### config.mk
export PLATFORM = sky130hd
export DESIGN_NAME = monkey_move_controller
export DESIGN_NICKNAME = d
export VERILOG_FILES = /design/src/rtl/monkey_move_controller.sv
export SDC_FILE = /design/constraint.sdc
export NUM_CORES = 1
export LEC_CHECK = 0
export ABC_AREA = 1
export BUFFER_PORTS_ARGS = -buffer_cell sky130_fd_sc_hd__buf_2
export CAP_MARGIN = 15
export CORE_ASPECT_RATIO = 0.8
export CORE_MARGIN = 2
export CORE_UTILIZATION = 45
export CTS_CLUSTER_SIZE = 20
export DETAILED_ROUTE_END_ITERATION = 16
export MAX_ROUTING_LAYER = met4
export SKIP_LAST_GASP = 1
export SLEW_MARGIN = 20
export SYNTH_ARGS = -nofsm -noshare
export SYNTH_HDL_FRONTEND = slang
export SYNTH_SLANG_ARGS = --single-unit
### constraint.sdc
create_clock -name clk -period 5.2 [get_ports clk]
set_input_delay 1.04 -clock clk [delete_from_list [all_inputs] [get_ports clk]]
set_output_delay 1.04 -clock clk [all_outputs]
set_load 0.02 [all_outputs]
### src/rtl/monkey_move_controller.sv
// Purpose : per-frame sprite motion controller (walk, jump, gravity, edge-collision blocking).
// Latency : position/state update on a startOfFrame cycle, visible the following cycle.
// Backpressure: none; collisions between frames are latched into sticky edge flags.
//
// Ports:
//   clk, resetN              - clock, asynchronous active-low reset
//   startOfFrame             - one-cycle pulse per VGA frame; all motion happens here
//   leftKey/rightKey/jumpKey - level-sensitive debounced keys, sampled on startOfFrame
//   collision, HitEdgeCode   - sprite/obstacle overlap and {Left,Top,Right,Bottom} edge code
//   topLeftX, topLeftY       - registered sprite top-left position
//   onGround                 - registered, high while the FSM is in GROUND
module monkey_move_controller #(
    parameter logic [10:0] INITIAL_X   = 11'd280,
    parameter logic [10:0] INITIAL_Y   = 11'd185,
    parameter int          X_SPEED     = 2,
    parameter int          JUMP_SPEED  = -6,
    parameter int          GRAVITY     = 1,
    parameter int          MAX_Y_SPEED = 6,
    parameter int          X_MAX       = 607,
    parameter int          Y_MAX       = 447
) (
    input  logic        clk,
    input  logic        resetN,
    input  logic        startOfFrame,
    input  logic        leftKey,
    input  logic        rightKey,
    input  logic        jumpKey,
    input  logic        collision,
    input  logic [3:0]  HitEdgeCode,
    output logic [10:0] topLeftX,
    output logic [10:0] topLeftY,
    output logic        onGround
);

    typedef enum logic {
        ST_GROUND = 1'b0,
        ST_AIR    = 1'b1
    } state_t;

    localparam logic signed [11:0] LP_X_SPEED = 12'(X_SPEED);
    localparam logic signed [11:0] LP_X_MAX   = 12'(X_MAX);
    localparam logic signed [11:0] LP_Y_MAX   = 12'(Y_MAX);
    localparam logic signed [7:0]  LP_JUMP    = 8'(JUMP_SPEED);
    localparam logic signed [8:0]  LP_GRAVITY = 9'(GRAVITY);
    localparam logic signed [8:0]  LP_MAX_SPD = 9'(MAX_Y_SPEED);

    state_t             r_state;
    logic signed [7:0]  r_y_speed;
    logic [10:0]        r_x;
    logic [10:0]        r_y;
    logic               r_on_ground;
    logic               r_hit_l;
    logic               r_hit_t;
    logic               r_hit_r;
    logic               r_hit_b;

    // Edge hits of the current cycle.
    logic w_col_l;
    logic w_col_t;
    logic w_col_r;
    logic w_col_b;

    assign w_col_l = collision & HitEdgeCode[3];
    assign w_col_t = collision & HitEdgeCode[2];
    assign w_col_r = collision & HitEdgeCode[1];
    assign w_col_b = collision & HitEdgeCode[0];

    // Horizontal candidates, computed in signed 12 bits so the left move
    // can go negative and clamp instead of wrapping.
    logic signed [11:0] w_x_s;
    logic signed [11:0] w_x_plus;
    logic signed [11:0] w_x_minus;
    logic [10:0]        w_x_right;
    logic [10:0]        w_x_left;
    logic               w_move_r;
    logic               w_move_l;

    assign w_x_s     = $signed({1'b0, r_x});
    assign w_x_plus  = w_x_s + LP_X_SPEED;
    assign w_x_minus = w_x_s - LP_X_SPEED;
    assign w_x_right = (w_x_plus > LP_X_MAX) ? LP_X_MAX[10:0] : w_x_plus[10:0];
    assign w_x_left  = (w_x_minus < 12'sd0) ? 11'd0 : w_x_minus[10:0];

    // Flags are the ones accumulated before this cycle; a collision that
    // lands on the startOfFrame cycle itself belongs to the next frame.
    assign w_move_r = rightKey & ~leftKey & ~r_hit_r;
    assign w_move_l = leftKey & ~rightKey & ~r_hit_l;

    // Vertical candidate and the gravity-updated speed (9 bits so the
    // increment cannot overflow before saturation).
    logic signed [11:0] w_y_sum;
    logic signed [8:0]  w_spd_inc;
    logic signed [7:0]  w_spd_next;

    assign w_y_sum    = $signed({1'b0, r_y}) + {{4{r_y_speed[7]}}, r_y_speed};
    assign w_spd_inc  = {r_y_speed[7], r_y_speed} + LP_GRAVITY;
    assign w_spd_next = (w_spd_inc > LP_MAX_SPD) ? LP_MAX_SPD[7:0] : w_spd_inc[7:0];

    always_ff @(posedge clk or negedge resetN) begin
        if (!resetN) begin
            r_state     <= ST_AIR;
            r_y_speed   <= 8'sd0;
            r_x         <= INITIAL_X;
            r_y         <= INITIAL_Y;
            r_on_ground <= 1'b0;
            r_hit_l     <= 1'b0;
            r_hit_t     <= 1'b0;
            r_hit_r     <= 1'b0;
            r_hit_b     <= 1'b0;
        end else if (startOfFrame) begin
            // Consume the flags for this update, then restart them with
            // whatever collides in this very cycle.
            r_hit_l <= w_col_l;
            r_hit_t <= w_col_t;
            r_hit_r <= w_col_r;
            r_hit_b <= w_col_b;

            if (w_move_r) begin
                r_x <= w_x_right;
            end else if (w_move_l) begin
                r_x <= w_x_left;
            end

            case (r_state)
                ST_GROUND: begin
                    if (jumpKey) begin
                        r_state     <= ST_AIR;
                        r_y_speed   <= LP_JUMP;
                        r_on_ground <= 1'b0;
                    end else if (!r_hit_b) begin
                        // Nothing underneath any more: walk off the ledge.
                        r_state     <= ST_AIR;
                        r_y_speed   <= 8'sd0;
                        r_on_ground <= 1'b0;
                    end
                end
                ST_AIR: begin
                    if (r_hit_b && (r_y_speed > 8'sd0)) begin
                        r_state     <= ST_GROUND;
                        r_y_speed   <= 8'sd0;
                        r_on_ground <= 1'b1;
                    end else if (r_hit_t && (r_y_speed < 8'sd0)) begin
                        // Head bump: stop rising, fall from here next frame.
                        r_y_speed <= 8'sd0;
                    end else if (w_y_sum >= LP_Y_MAX) begin
                        r_y         <= LP_Y_MAX[10:0];
                        r_state     <= ST_GROUND;
                        r_y_speed   <= 8'sd0;
                        r_on_ground <= 1'b1;
                    end else if (w_y_sum < 12'sd0) begin
                        r_y       <= 11'd0;
                        r_y_speed <= w_spd_next;
                    end else begin
                        r_y       <= w_y_sum[10:0];
                        r_y_speed <= w_spd_next;
                    end
                end
                default: begin
                    r_state     <= ST_AIR;
                    r_y_speed   <= 8'sd0;
                    r_on_ground <= 1'b0;
                end
            endcase
        end else begin
            r_hit_l <= r_hit_l | w_col_l;
            r_hit_t <= r_hit_t | w_col_t;
            r_hit_r <= r_hit_r | w_col_r;
            r_hit_b <= r_hit_b | w_col_b;
        end
    end

    assign topLeftX = r_x;
    assign topLeftY = r_y;
    assign onGround = r_on_ground;

endmodule

# Word level (Yosys, flattened, before mapping)
# Cells that the tools add are included.
# Widths: inputs -> output; s select.
[totals]
mem_count = 0
output_inout_bits = 23
in_bits = 11
elab_cells = 78
mem_bits_rw = 0
rom_bits = 0
latchBits = 0
regBits = 36
[op_classes]
eq_ne = 3
mul = 0
mux = 29
div = 0
n_lt_le_gt_ge = 7
n_bitwise = 19
shifts = 0
reduce_logical = 7
n_addsub = 4
[op_table]
columns = ["op", "count"]
rows = [
  ["$mux 11", 6],
  ["$mux 8", 6],
  ["$lt 12x1->1 const B", 2],
  ["$pmux 8 s2", 1],
  ["$mux 1", 14],
  ["$add 11x12->12", 1],
  ["$add 11x2->12 const B", 1],
  ["$ge 12x10->1 const B", 1],
  ["$gt 12x11->1 const B", 1],
  ["$sub 11x2->12 const B", 1],
  ["$add 8x2->9 const B", 1],
  ["$gt 9x4->1 const B", 1],
  ["$and 1x1->1", 8],
  ["$gt 8x1->1 const B", 1],
  ["$lt 8x1->1 const B", 1],
  ["$reduce_and 4->1", 2],
  ["$not 1->1", 7],
  ["$ne 3x3->1 const B", 2],
  ["$or 1x1->1", 4],
  ["$pmux 1 s2", 2],
  ["$reduce_and 2->1", 2],
  ["$ne 3x1->1 const B", 1],
  ["$logic_and 1x1->1", 2],
  ["$reduce_bool 2->1", 1],
]

# Longest topological paths before layout
[logic_depth]
depth_word = 7
mapped_depth = 18
mapped_depth_nobuf = 18

# Worst setup path after synthesis
# Ideal clock, no wire load.
[synth_path]
path_kind = "reg-to-reg"
start = "register r_y[0] (netlist: topLeftY[0])"
end = "register r_on_ground (netlist: onGround)"
synth_period_minus_slack_ns = 2.381
setup_ns = 0.117
path_slack_ns = 2.819
required_ns = 5.083
path_stages_with_launch = 18
n_path_buf = 0
arrival_time_ns = 2.264
cell_sequence = "dfstp_2 -> ha_1 -> inv_1 -> fa_1 -> inv_1 -> nand3_1 -> nand2_1 -> nand2_1 -> nand3b_1 -> nand2_1 -> nand2_1 -> nand3_1 -> nand2_2 -> nand3_1 -> nand2_1 -> nand2_1 -> nand2_1 -> nand2_1"
[synth_via]
elab_chain_len = 4
[synth_rtl]
columns = ["item", "line_no", "rtl"]
rows = [
  ["start: declaration", "50", "logic [10:0] r_y;"],
  ["start signal: assignment", "146", "r_y <= LP_Y_MAX[10:0];"],
  ["start signal: assignment", "154", "r_y <= w_y_sum[10:0];"],
  ["$add 11x12->12", "95", "assign w_y_sum = $signed({1'b0, r_y}) + {{4{r_y_speed[7]}}, r_y_speed};"],
  ["$ge 12x10->1", "145", "end else if (w_y_sum >= LP_Y_MAX) begin"],
  ["$ne 3x1->1 (no line)", "--", ""],
  ["$reduce_and 4->1 (no line)", "--", ""],
  ["end signal: assignment", "105", "r_on_ground <= 1'b0;"],
  ["end signal: assignment", "141", "r_on_ground <= 1'b1;"],
  ["end signal: assignment", "149", "r_on_ground <= 1'b1;"],
  ["end: declaration", "51", "logic r_on_ground;"],
]
# Every way passes these cells.
# A chain may end at the register's enable or synchronous reset.

# Final worst setup path
[layout_path]
start = "register r_y[0] (netlist: topLeftY[0])"
end = "register r_y_speed[7]"
[layout_via]
elab_chain_len = 6
[layout_rtl]
columns = ["item", "line_no", "rtl"]
rows = [
  ["$add 11x12->12", "95", ""],
  ["$ge 12x10->1", "145", ""],
  ["$mux 8", "145", ""],
  ["$mux 8", "142", "end else if (r_hit_t && (r_y_speed < 8'sd0)) begin"],
  ["$mux 8", "138", "if (r_hit_b && (r_y_speed > 8'sd0)) begin"],
  ["$pmux 8 s2", "124", "case (r_state)"],
  ["end signal: assignment", "152", "r_y_speed <= w_spd_next;"],
  ["end signal: assignment", "155", "r_y_speed <= w_spd_next;"],
  ["end: declaration", "48", "logic signed [7:0] r_y_speed;"],
]
# Every way passes these cells.

==> summary.log <==
[timing] Post-Route Setup TNS 0 ns
[power] Power Total 1.94 mW
[hold_path] start point of the worst hold path onGround
[finish] final antenna diode count 0
[die] Initial Util 46.2%
[grt] GRT Overall Usage 22.8%
[critical_path] Reg2Reg Setup Slack 2.57 ns
[finish] Post-Route Utilization 51.4%
[cts] number of cells upsized or downsized after cts 0
[die] Die Y 76.2 um
[critical_path] element type at the critical path start register
[cts] clock tree from TritonCTS yes
[cts] Root Driver clkbuf_8
[yosys] total standard cell area after synthesis 0.00293 mm^2
[die] io pins 34
[cts] cts-stage hold buffer count 0
[routing] vias after detailed routing 2796
[critical_path] type of destination of the critical path register
[finish] footprint of the multi-input gates 0.00175 mm^2
[hold_path] depth of the worst hold-timing path 2
[grt] global-route congestion overflow total 0
[timing] hold slack final 0.469 ns
[routing] DRC violation count after routing 0
[finish] Filler Cell Count 666
[placed_design] gpl congestion 0.891
[yosys] mux contribution to synthesized area 0%
[timing] hold violation count in the final report 0
[routing] antenna-violating nets left 0
[yosys] top cells by area, synth dfrtp_1 (23%), nand2_1 (16%), dfstp_2 (8.1%)
[timing] Final period util 50.6%
[grt] wire length of the first global-routing pass 12600 um
[yosys] Yosys reg bits 36
[placed_design] total of buffers placed on input and output ports 33
[yosys] count of flip-flops with a built-in enable after synthesis 0
[power] Peak VDD IR 0.000261 V
[hold_path] Tightest Hold Check Type reg -> reg
[cts] insertion delay of the later-clocked pin in the worst-skew pair 0.29 ns
[routing] routed wire length 7330 um
[yosys] Post-Synthesis Mean Instance Area 6.83 um^2
[routing] average via count per standard cell 5.08
[critical_path] cell type of the slowest stage on the worst timing path dfstp_2
[timing] final-report max-slew violation count 0
[die] core region area 0.00634 mm^2
[critical_path] launch instance of the worst register-to-register path topLeftY[0]
[critical_path] Critical Path Fanout Max 10
[yosys] share of flip-flops with an asynchronous set or reset 100%
[cts] clock-pin transition on the worst setup and hold timing paths 0.07 ns
[cts] # clock sinks 36
[critical_path] R2R cell count 15
[yosys] largest area contributor in the netlist dfrtp_1
[critical_path] worst flop-to-flop path endpoint r_y_speed[7]
[finish] total area of sequential cells 912 um^2
[cts] number of buffers inserted during clock tree synthesis 5
[timing] slew of the pin with the lowest slew margin 0.790 ns
[cts] number of post-CTS setup repair buffers 0
[critical_path] largest stage delay on the critical path 0.54 ns
[routing] First DRT Iteration DRCs 161
[run] Max-cap violations 0
[die] Core Rows 26
[yosys] Syn. warnings 0
[cts] H-tree level count 2
[placed_design] detailed-placement wirelength estimate 5780 um
[yosys] area share of fa/ha/maj cells after synthesis 7.51%
[timing] unrepaired setup endpoints after global routing false
[critical_path] Worst EP arrival 2.77 ns
[grt] via count of the first global-routing pass 2552
[yosys] synthesized-area fraction occupied by ao, oa, aoi and oai cells 11.4%
[yosys] Synth cell types 39
[critical_path] type of the worst setup path reg -> reg
[hold_path] Worst Hold Path EP onGround
[yosys] synthesized-area fraction occupied by xor and xnor cells 5.04%
[yosys] count of mapped cells out of synthesis 429
[placed_design] cell area after placement 0.00317 mm^2
[yosys] largest family of logic cells by synthesized area simple AND/OR/NAND/NOR gates
[yosys] dominant cell by count in the synthesized netlist nand2_1
[critical_path] cell breakdown of the critical path ha_1, inv_1, fa_1, inv_1, nand3_1, nand2_1, nand2_1, nand3b_1, nand2_1, nand2_1, nand3_1, nand2_2, nand2_2, nand4_1, o21ai_0
[routing] total iterations of the first detailed-routing run 5
[critical_path] required time of the critical path 5.34 ns
[grt] pin count of the biggest net entering global routing 37
[timing] shortest clock period the worst path allows after layout 2.63 ns
[yosys] fraction of synthesized cell area taken by the top area cell type 23.1%
[yosys] Synth top cells by count nand2_1 (125), inv_1 (56), nor2_1 (43)
[die] die extent in x 94.2 um
[timing] Setup Viol. Count Final 0
[critical_path] most numerous cell on the critical path nand2_1
[timing] maximum clock frequency 0.380 GHz
[timing] worst slew margin relative to its limit 47.4%
[outcome] result of the run finished, final reports clean
[yosys] part of the Yosys area used for sequential elements 31.1%
[power] PwrDens 596 mW/mm^2
[timing] largest clock skew in the final design 0.00688 ns
[routing] average wire length per cell after detail routing 13.3 um
[yosys] total nets after synthesis 457
[yosys] top flip-flop cell by instance count after synthesis dfrtp_1
[power] leakage power 1.75 nW
[finish] Final Instance Area 0.00326 mm^2
[finish] NumNets Final 493
[finish] fraction of layout cells with a size suffix above 1 14.8%
[yosys] simple-gate area share of the yosys netlist 35.8%
[grt] initial antenna violation count 0
[finish] layout-stage area growth over the synthesis result 11.4%
[cts] maximum buffer depth of the clock tree 2
[die] Die ar. 0.00718 mm^2
-- where the power goes --
part           leakage (nW)  switching, mW  internal, mW
sequential            0.417          0.141         0.405
combinational          1.28          0.784         0.408
clock                0.0455         0.0971         0.108
total                  1.75           1.02         0.921
-- per-layer routing --
| layer | track usage [%] | up-vias | wire, um |
|---|---|---|---|
| met3 | 3.56 | 6 | 316 |
| met1 | 36.5 | 1267 | 4170 |
| met5 | - | - | 0 |
| met4 | 4.78 | 0 | 62 |
| met2 | 29.9 | 72 | 2780 |
| li1 | - | 1451 | - |
-- through the flow --
step,worst slack [ns],cells
2_1_floorplan,2.82,429
3_3_place_gp,2.67,542
3_5_place_dp,2.54,542
4_1_cts,2.57,550
5_1_grt,2.27,550
6_report,2.57,550
-- layout make-up --
cell class / instances / share of cell area (%)
inverter: 64 / 7.36
sequential: 36 / 28.0
multi-input combinational: 325 / 53.6
tap: 84 / 3.22
timing repair buffer: 33 / 5.06
clock buffer: 8 / 2.76
-- cells by family (layout without fill, tap and decap cells) --
group	count (synthesis)	in the layout
and+or+nand+nor	236	236
buffers and inverters	68	105
AOI/OAI and AO/OA	56	56
DFF	36	36
adders and majority gates	17	17
xor gates and xnor gates	16	16
-- cell usage in the layout (no fill, tap or decap), types with 2 or more instances in the layout --
| master | Yosys | layout |
|---|---|---|
| a21o_1 | 2 | 2 |
| a21oi_1 | 14 | 14 |
| a22o_1 | 3 | 3 |
| a22oi_1 | 8 | 8 |
| a31oi_1 | 3 | 3 |
| and2_1 | 2 | 2 |
| buf_2 | 1 | 33 |
| clkbuf_1 | 1 | 2 |
| clkbuf_8 | 0 | 6 |
| clkinv_1 | 3 | 3 |
| dfrtp_1 | 27 | 27 |
| dfstp_2 | 9 | 9 |
| ha_1 | 16 | 16 |
| inv_1 | 56 | 56 |
| inv_2 | 5 | 5 |
| nand2_1 | 125 | 125 |
| nand2_2 | 3 | 3 |
| nand2_4 | 2 | 2 |
| nand3_1 | 38 | 38 |
| nand3_2 | 4 | 4 |
| nand3b_1 | 3 | 3 |
| nand4_1 | 6 | 6 |
| nor2_1 | 43 | 43 |
| nor2_2 | 2 | 2 |
| nor3_1 | 5 | 5 |
| nor3_2 | 2 | 2 |
| o21ai_0 | 20 | 20 |
| xnor2_1 | 3 | 3 |
| xor2_1 | 12 | 12 |
-- worst max-delay path: cells and delay by family, from the launching register on --
kind	cells	cell delay, ns
AO/OA/AOI/OAI	1	0.09
adder cells (fa/ha/maj)	2	0.61
flip-flops	1	0.54
AND/OR/NAND/NOR	10	1.06
buffers and inverters	2	0.18
-- worst max-delay path by stage --
stage,start,endpoint,slack [ns]
2_1_floorplan,topLeftY[0],onGround,2.82
3_3_place_gp,rightKey,topLeftX[1],2.67
3_5_place_dp,leftKey,topLeftX[1],2.54
4_1_cts,topLeftY[0],r_y_speed[7],2.57
5_1_grt,topLeftY[0],r_y_speed[2],2.27
6_report,topLeftY[0],r_y_speed[7],2.57
Note: power is estimated with default switching activity, not from simulation.
